--- src/rtl/timer_ctrl.sv ---
// FF05-FF07 timer sequencer: selects a divider tap per TAC, counts its falling edges into TIMA,
// runs the delayed TMA reload on overflow and owns the CPU read path for the three registers.
module timer_ctrl #(
  parameter int unsigned RELOAD_DELAY = 1,
  parameter logic [7:0]  TAC_PAD      = 8'hF8
) (
  input  logic       clk,
  input  logic       nreset,
  input  logic       mcyc,
  input  logic       div_4096,
  input  logic       div_262144,
  input  logic       div_65536,
  input  logic       div_16384,
  input  logic       sel_ff05,
  input  logic       sel_ff06,
  input  logic       sel_ff07,
  input  logic       cpu_wr,
  input  logic       cpu_rd,
  input  logic [7:0] d_in,
  output logic [7:0] d_out,
  output logic       d_oe,
  output logic       int_timer,
  output logic [1:0] state_dbg
);

  typedef enum logic [1:0] {
    StRun    = 2'd0,
    StOvf    = 2'd1,
    StReload = 2'd2
  } state_e;

  // Last OVF count value before the reload fires; unused when RELOAD_DELAY is 0.
  localparam logic [1:0] CntLast = (RELOAD_DELAY == 0) ? 2'd0 : 2'(RELOAD_DELAY - 1);

  state_e     state_q, state_d;
  logic [7:0] tima_q, tima_d;
  logic [7:0] tma_q, tma_d;
  logic [2:0] tac_q, tac_d;
  logic [1:0] cnt_q, cnt_d;
  logic       int_q, int_d;
  logic       edge_prev_q;

  logic tap_sel;
  logic tick;
  logic inc;
  logic wr_tima, wr_tma, wr_tac;

  always_comb begin
    tap_sel = 1'b0;
    case (tac_q[1:0])
      2'b00:   tap_sel = div_4096;
      2'b01:   tap_sel = div_262144;
      2'b10:   tap_sel = div_65536;
      default: tap_sel = div_16384;
    endcase
  end

  // Disabling the timer or switching taps while the tap is high counts as a falling edge.
  assign tick    = tac_q[2] & tap_sel;
  assign inc     = edge_prev_q & ~tick;
  assign wr_tima = cpu_wr & sel_ff05;
  assign wr_tma  = cpu_wr & sel_ff06;
  assign wr_tac  = cpu_wr & sel_ff07;

  always_comb begin
    state_d = state_q;
    tima_d  = tima_q;
    tma_d   = tma_q;
    tac_d   = tac_q;
    cnt_d   = cnt_q;
    int_d   = 1'b0;

    if (wr_tac) tac_d = d_in[2:0];
    if (wr_tma) tma_d = d_in;

    unique case (state_q)
      StRun: begin
        if (wr_tima) begin
          tima_d = d_in;
        end else if (inc) begin
          if (tima_q == 8'hFF) begin
            if (RELOAD_DELAY == 0) begin
              tima_d = tma_d;
              int_d  = 1'b1;
            end else begin
              tima_d  = 8'h00;
              cnt_d   = 2'd0;
              state_d = StOvf;
            end
          end else begin
            tima_d = tima_q + 8'd1;
          end
        end
      end
      StOvf: begin
        // A TIMA write during the zero window cancels the pending reload and interrupt.
        if (wr_tima) begin
          tima_d  = d_in;
          state_d = StRun;
        end else if (mcyc) begin
          if (cnt_q == CntLast) begin
            tima_d  = tma_d;
            int_d   = 1'b1;
            state_d = StReload;
          end else begin
            cnt_d = cnt_q + 2'd1;
          end
        end
      end
      StReload: begin
        if (wr_tma) tima_d = d_in;
        if (mcyc) state_d = StRun;
      end
      default: state_d = StRun;
    endcase
  end

  always_ff @(posedge clk or negedge nreset) begin
    if (!nreset) begin
      state_q     <= StRun;
      tima_q      <= 8'h00;
      tma_q       <= 8'h00;
      tac_q       <= 3'b000;
      cnt_q       <= 2'd0;
      int_q       <= 1'b0;
      edge_prev_q <= 1'b0;
    end else begin
      state_q     <= state_d;
      tima_q      <= tima_d;
      tma_q       <= tma_d;
      tac_q       <= tac_d;
      cnt_q       <= cnt_d;
      int_q       <= int_d;
      edge_prev_q <= tick;
    end
  end

  always_comb begin
    d_oe  = cpu_rd & (sel_ff05 | sel_ff06 | sel_ff07);
    d_out = 8'h00;
    if (d_oe) begin
      if (sel_ff05)      d_out = tima_q;
      else if (sel_ff06) d_out = tma_q;
      else               d_out = TAC_PAD | {5'b00000, tac_q};
    end
  end

  assign int_timer = int_q;
  assign state_dbg = state_q;

endmodule

--- config.mk ---
export PLATFORM = sky130hd
export DESIGN_NAME = timer_ctrl
export DESIGN_NICKNAME = d
export VERILOG_FILES = /design/src/rtl/timer_ctrl.sv
export SDC_FILE = /design/constraint.sdc
export NUM_CORES = 1
export LEC_CHECK = 0
export ABC_AREA = 1
export BUFFER_PORTS_ARGS = -buffer_cell sky130_fd_sc_hd__buf_2
export CAP_MARGIN = 5
export CORE_MARGIN = 8
export CORE_UTILIZATION = 60
export CTS_BUF_LIST = sky130_fd_sc_hd__clkbuf_8
export DETAILED_ROUTE_END_ITERATION = 6
export PLACE_DENSITY = 0.93
export SYNTH_ARGS = -nofsm -noshare
export SYNTH_HDL_FRONTEND = slang
export SYNTH_SLANG_ARGS = --single-unit
--- constraint.sdc ---
create_clock -name clk -period 2.3 [get_ports clk]
set_input_delay 0.115 -clock clk [delete_from_list [all_inputs] [get_ports clk]]
set_output_delay 0.115 -clock clk [all_outputs]
set_load 0.05 [all_outputs]
==> results of run 1 <==
[state kept, by name, summed over array words and instances (netlist names)]
name / flops
int_timer: 1
state_dbg: 2
tima_q: 8
tac_q: 3
cnt_q: 2
edge_prev_q: 1
tma_q: 8
[kinds of logic after synthesis]
| kind of cell | after synthesis | share of synthesized area |
|---|---|---|
| flip-flops | 25 | 0.350 |
| AND/OR/NAND/NOR | 151 | 0.362 |
| AO/OA/AOI/OAI | 39 | 0.141 |
| XOR/XNOR | 1 | 0.00490 |
| buffers and inverters | 42 | 0.101 |
| adder cells (fa/ha/maj) | 6 | 0.0420 |
[cell usage in the layout (no fill, tap or decap)]
master and n:
nor3_1 3, o21ai_0 13, nand3b_1 1, o22ai_1 8, inv_1 38, nor2_1 17
nor2_2 1, a21oi_2 1, o21bai_1 2, o31ai_1 1, buf_4 1, and2_4 1
nand4_1 3, nand2_1 103, o211ai_1 1, inv_4 1, xor2_1 1, a221oi_1 1
o21ai_2 8, nand2_2 3, dlygate4sd3_1 1, ha_1 6, dfrtp_1 25, nand3_2 1
nand3b_4 1, a21oi_1 4, nand3_1 16, buf_2 31, nand2_4 1, clkbuf_8 3
[final timing paths]
kind                                     startpoint                     to  slack [ns]
min                                         d_in[3]     tma_q[3]$_DFF_PN0_        0.13
max reg2reg                state_dbg[1]$_DFFE_PN0P_  tima_q[6]$_DFFE_PN0P_        0.47
min reg2reg                    cnt_q[1]$_DFFE_PN0P_   cnt_q[1]$_DFFE_PN0P_        0.48
max in group asynchronous                    nreset  tima_q[0]$_DFFE_PN0P_        1.58
min in group asynchronous                    nreset  tima_q[2]$_DFFE_PN0P_        0.36
max                        state_dbg[1]$_DFFE_PN0P_  tima_q[6]$_DFFE_PN0P_        0.47
[layout make-up]
class / instances / share of cell area
inverters: 38 / 0.0721
well taps: 33 / 0.0205
clock inverters: 1 / 0.00186
clock buffers: 3 / 0.0205
flip-flops and latches: 25 / 0.311
repair buffers: 33 / 0.0858
multi-input cells: 197 / 0.489
[where the power goes]
| group | total, W | switching [W] | internal (W) |
|---|---|---|---|
| sequential | 0.000718 | 0.000147 | 0.000571 |
| clock | 0.000248 | 0.000129 | 0.000119 |
| combinational | 0.00134 | 0.000892 | 0.000445 |
| total | 0.00230 | 0.00117 | 0.00114 |
[synthesized netlist by cell type, drive strengths merged]
| cell | instances | area, um2 |
|---|---|---|
| buf | 4 | 35.0 |
| o211ai | 1 | 7.51 |
| o21bai | 2 | 15.0 |
| nand2 | 107 | 417 |
| nand4 | 3 | 18.8 |
| o21ai | 21 | 135 |
| o31ai | 1 | 7.51 |
| nor2 | 18 | 70.1 |
| dfrtp | 25 | 626 |
| inv | 38 | 145 |
| xor2 | 1 | 8.76 |
| a21oi | 5 | 28.8 |
| ha | 6 | 75.1 |
| nor3 | 3 | 15.0 |
| o22ai | 8 | 50.1 |
| a221oi | 1 | 8.76 |
| nand3 | 17 | 90.1 |
| nand3b | 2 | 27.5 |
| and2 | 1 | 8.76 |
[per-stage QoR]
stage	util	cell area, um2	std cells	setup WS, ns	hold WS, ns
2_1_floorplan	-	1790	264	0.493	-0.181
3_3_place_gp	0.663	1960	325	0.592	0.128
3_5_place_dp	0.663	1960	325	0.484	0.132
4_1_cts	0.682	2010	330	0.471	0.131
5_1_grt	0.682	2010	330	0.325	0.155
6_report	0.682	2010	330	0.467	0.128
[tightest hold or removal path, delay by kind of cell]
kind                   cells  cell delay [ns]
AOI/OAI and AO/OA          1             0.07
buffers and inverters      2             0.17
[timing repair]
action | CTS | global route
hold buffers | 1 | 0
hold endpoints to repair | 25 | 0
setup endpoints to repair | 0 | 0
[per-layer routing]
layer,up-vias,part of all wire,GRT usage
met5,-,0,0
met3,13,0.049,0.0254
met4,0,0.028,0.0831
li1,906,-,-
met2,66,0.49,0.333
met1,834,0.43,0.222
==> results.md, run 1 <==
- Core region area: 2950 um2
- Gr ovfl total: 0
- 1st-pass router iterations: 4
- Avg Cell Area, Syn: 6.78 um2
- Synth Register Bits: 25
- Initial Utilization: 0.606
- CTS root buf: clkbuf_8
- Leak pwr: 1.13 nW
- Vias per cell: 5.51
- Setup-failing EPs final: 0
- Synthesized net count: 290
- Starting DRT DRC Count: 135
- # fillers: 268
- Slew HR: 0.642
- Slew @ Worst Pin: 0.537 ns
- RSZ-0062 raised after global routing: false
- TNS Setup: 0 ns
- Net count reported at finish: 324
- Vias post-DR: 1,819
- Fmax: 546 MHz
- Cell Area, Synth: 1790 um2
- Chip height: 70.6 um
- Reg clk slew, reported paths: 0.08 ns
- DRT Wirelength: 4480 um
- Hold depth: 3
- Max-slew violations: 0
- First-pass GRT wire length: 7780 um
- Remaining routing DRC violations: 0
- VDD IR-drop max: 0.629 mV
- CP max FO: 11
- Hpwl dp: 3610 um
- Post-CTS setup buffer count: 0
- Slowest stage delay, CP: 0.43 ns
- Initial antenna violation count: 0
- Area of the multi-input gates: 983 um2
- CTS buffer count: 3
- Mapped Cells: 264
- Worst r2r path cells: 10
- WL/cell: 13.6 um
- Number of global-route vias before repair: 1,786
- Worst path depth: 10
- Fin Clk Skew: 0.00596 ns
- Tmin final: 1.83 ns
- Count of cells resized by post-cts repair: 0
- IO buf count: 31
- Cell family with most CP delay: simple AND/OR/NAND/NOR gates
- Worst Setup End Kind: register
- Ant. Diodes: 0
- Critical path class: register to register
- Share of cells above drive strength 1: 0.178
- Post-DRT Antenna Nets: 0
- Total Routing Usage GR: 0.189
- MaxCap Viol Count: 0
- Clk buf depth: 2
- CTS tree: done
- CP max-delay cell: dfrtp_1
- Sequential Area: 626 um2
- Die width: 70.6 um
- Hold Vio Cnt, Final: 0
- Count of different cell masters after synthesis: 29
- WP data arrival: 2.00 ns
- Critical Path RT: 2.46 ns
- Sequential area share after synthesis: 0.350
- I/O pin count: 32
- Pin count of the biggest net entering global routing: 26
- H-tree levels: 1
- P per Cell Area: 1140 nW/um2
- WP buf/inv: 3
- Clock latency on the worst-skew pair: 0.27 ns
- Total Power: 0.00230 W
- Synth warnings: 0
- Type of origin of the critical path: register
- Gp weighted congestion: 0.863
- CP dominant cell by count: nand2_1
- Outcome: finished clean
- Clock sinks: 25
- Hold Path Class: input port to register
- Num rows: 20
- Area Overhead vs Synth: 12.5%
- Fin crit share: 0.797
- Critical-path cell list: inv_1 > ha_1 > nand2_4 > inv_4 > nand2_1 > and2_4 > nand2_1 > inv_1 > nand2_1 > nand2_1
- Die Area: 4990 um2
(Power assumes the default switching activity.)
==> run 2: changes to the inputs <==
--- a/config.mk
+++ b/config.mk
@@ -9,10 +9,10 @@
 export BUFFER_PORTS_ARGS = -buffer_cell sky130_fd_sc_hd__buf_2
 export CAP_MARGIN = 5
 export CORE_MARGIN = 8
-export CORE_UTILIZATION = 60
+export CORE_UTILIZATION = 58
 export CTS_BUF_LIST = sky130_fd_sc_hd__clkbuf_8
 export DETAILED_ROUTE_END_ITERATION = 6
-export PLACE_DENSITY = 0.93
+export PLACE_DENSITY = 0.9
 export SYNTH_ARGS = -nofsm -noshare
 export SYNTH_HDL_FRONTEND = slang
 export SYNTH_SLANG_ARGS = --single-unit
==> constraint.sdc (replaced) <==
create_clock -name clk -period 1.79 [get_ports clk]
set_input_delay 0.0895 -clock clk [delete_from_list [all_inputs] [get_ports clk]]
set_output_delay 0.0895 -clock clk [all_outputs]
set_load 0.05 [all_outputs]
==> run 2 against run 1 <==
  * Worst hold slack lost 0.031 ns
  * Non-clock buffer count increased by 3
  * Sequential share of layout area fell by 0.49 points
  * Via count grew 0.22%
  * Core utilization increased by 0.072 points
  * Critical path type unchanged
  * Critical path depth is the same
  * Maximum frequency increased by 11%
  * Register-to-register slack worse by 0.33 ns
  * Clock power grew 36%
  * Sequential power up 29%
  * Final area increased by 1.8%
==> results.md, run 2 (same netlist as run 1, synthesis figures left out) <==
- I/O pin count: 32
- Design area: 2050 um2
- Setup-failing EPs final: 0
- H-tree levels: 1
- Outcome: finished clean
- Slowest stage delay, CP: 0.44 ns
- CP max-delay cell: dfrtp_2
- Leak pwr: 1.14 nW
- MaxCap Viol Count: 0
- Starting DRT DRC Count: 234
- CP dominant cell by count: nand2_1
- Clk buf depth: 2
- Fin Clk Skew: 0.00688 ns
- IO buf count: 31
- Area Overhead vs Synth: 14.5%
- Hold Vio Cnt, Final: 0
- # fillers: 246
- Vias post-DR: 1,823
- Slew @ Worst Pin: 0.585 ns
- CTS tree: done
- WL/cell: 14.0 um
- Initial Utilization: 0.596
- Slew HR: 0.610
- Remaining routing DRC violations: 0
- Cell family with most CP delay: simple AND/OR/NAND/NOR gates
- Chip height: 71.5 um
- Fmax: 605 MHz
- Commonest non-fill, non-tap cell in the layout: nand2_1
- Net count reported at finish: 327
- Die width: 71.5 um
- Area after DPL: 1980 um2
- TNS Setup: 0 ns
- Post-DRT Antenna Nets: 0
- VDD IR-drop max: 1.10 mV
- Most frequent cells in the layout: 103 x nand2_1, 38 x inv_1, 31 x buf_2
- Tmin final: 1.65 ns
- CP max FO: 10
- Share of cells above drive strength 1: 0.197
- Vias per cell: 5.47
- Total Routing Usage GR: 0.187
- CTS root buf: clkbuf_8
- 1st-pass router iterations: 4
- P per Cell Area: 1510 nW/um2
- Hold Path Class: input port to register
- WP data arrival: 1.87 ns
- Ant. Diodes: 0
- Die Area: 5120 um2
- Clock sinks: 25
- Critical Path RT: 2.01 ns
- Critical path class: register to register
- Initial antenna violation count: 0
- Gr ovfl total: 0
- Gp weighted congestion: 0.941
- Critical-path cell list: inv_1 > ha_2 > nand2_4 > inv_4 > nand2_1 > and2_4 > nand2_1 > buf_4 > nand2_1 > nand2_1
- Type of origin of the critical path: register
- Num rows: 20
- Number of global-route vias before repair: 1,760
- Pin count of the biggest net entering global routing: 26
- RSZ-0062 raised after global routing: false
- Post-CTS setup buffer count: 0
- DRT Wirelength: 4660 um
- Clock latency on the worst-skew pair: 0.27 ns
- Core region area: 3000 um2
- First-pass GRT wire length: 7890 um
- Hpwl dp: 3540 um
- Largest regs: tima_q: 8 flops, tma_q: 8 flops, tac_q: 3 flops
- Fin crit share: 0.923
- Max-slew violations: 0
- WP buf/inv: 3
- Worst Setup End Kind: register
- Reg clk slew, reported paths: 0.09 ns
- CTS buffer count: 3
run 2: changes by cell type in the layout (fill, tap and decap cells not counted), sizes merged:
| cell | previous run | this run |
|---|---|---|
| buf | 32 | 35 |
run 2: area by class of cell:
| cell class | instances | area (um2) | area share |
|---|---|---|---|
| Tap cell | 33 | 41.3 | 0.0201 |
| Multi-Input combinational cell | 197 | 996 | 0.486 |
| Inverter | 38 | 145 | 0.0708 |
| Timing Repair Buffer | 36 | 195 | 0.0952 |
| Clock buffer | 3 | 41.3 | 0.0201 |
| Sequential cell | 25 | 627 | 0.306 |
| Clock inverter | 1 | 3.75 | 0.00183 |
run 2: worst paths after layout:
check	cells after the start	end	slack, ns	from
min in group asynchronous	2	tima_q[6]$_DFFE_PN0P_	0.35	nreset
max in group asynchronous	2	state_dbg[1]$_DFFE_PN0P_	1.02	nreset
hold reg to reg	2	cnt_q[1]$_DFFE_PN0P_	0.49	cnt_q[1]$_DFFE_PN0P_
hold / removal	3	tma_q[3]$_DFF_PN0_	0.1	d_in[3]
setup reg to reg	10	tima_q[5]$_DFFE_PN0P_	0.14	state_dbg[1]$_DFFE_PN0P_
setup / recovery	10	tima_q[5]$_DFFE_PN0P_	0.14	state_dbg[1]$_DFFE_PN0P_
run 2: layer usage:
metal  share of wire  track usage  vias up
met5               0            0        -
met4          0.0084       0.0499        0
met3           0.067       0.0377        6
met2            0.50        0.327       69
met1            0.42        0.227      836
li1                -            -      912
run 2: power breakdown:
| group | leakage (nW) | switching (W) | total, W | internal (W) |
|---|---|---|---|---|
| clock | 0.0269 | 0.000184 | 0.000338 | 0.000154 |
| sequential | 0.313 | 0.000194 | 0.000929 | 0.000735 |
| combinational | 0.804 | 0.00119 | 0.00183 | 0.000641 |
| total | 1.14 | 0.00156 | 0.00309 | 0.00153 |
run 2: stage by stage:
| step | total power, W | cells | setup slack (ns) | hold slack [ns] | utilization |
|---|---|---|---|---|---|
| 2_1_floorplan | 0.00228 | 264 | 0.0236 | -0.206 | - |
| 3_3_place_gp | 0.00265 | 328 | 0.176 | 0.118 | 0.660 |
| 3_5_place_dp | 0.00270 | 328 | 0.114 | 0.119 | 0.660 |
| 4_1_cts | 0.00305 | 333 | 0.0655 | 0.0968 | 0.678 |
| 5_1_grt | 0.00334 | 333 | 0.0320 | 0.0970 | 0.683 |
| 6_report | 0.00309 | 333 | 0.137 | 0.0967 | 0.683 |
run 2: repair_timing:
action	CTS	global route
gates resized for setup	0	3
endpoints found under the setup margin	0	6
hold buffers	1	0
hold endpoints to repair	25	0
run 2: worst reg2reg max path: stages, from the launching register on:
cell and delay, ns:
dfrtp_2 0.44, inv_1 0.10, ha_2 0.22, nand2_4 0.07
inv_4 0.14, nand2_1 0.09, and2_4 0.16, nand2_1 0.10
buf_4 0.15, nand2_1 0.06, nand2_1 0.07
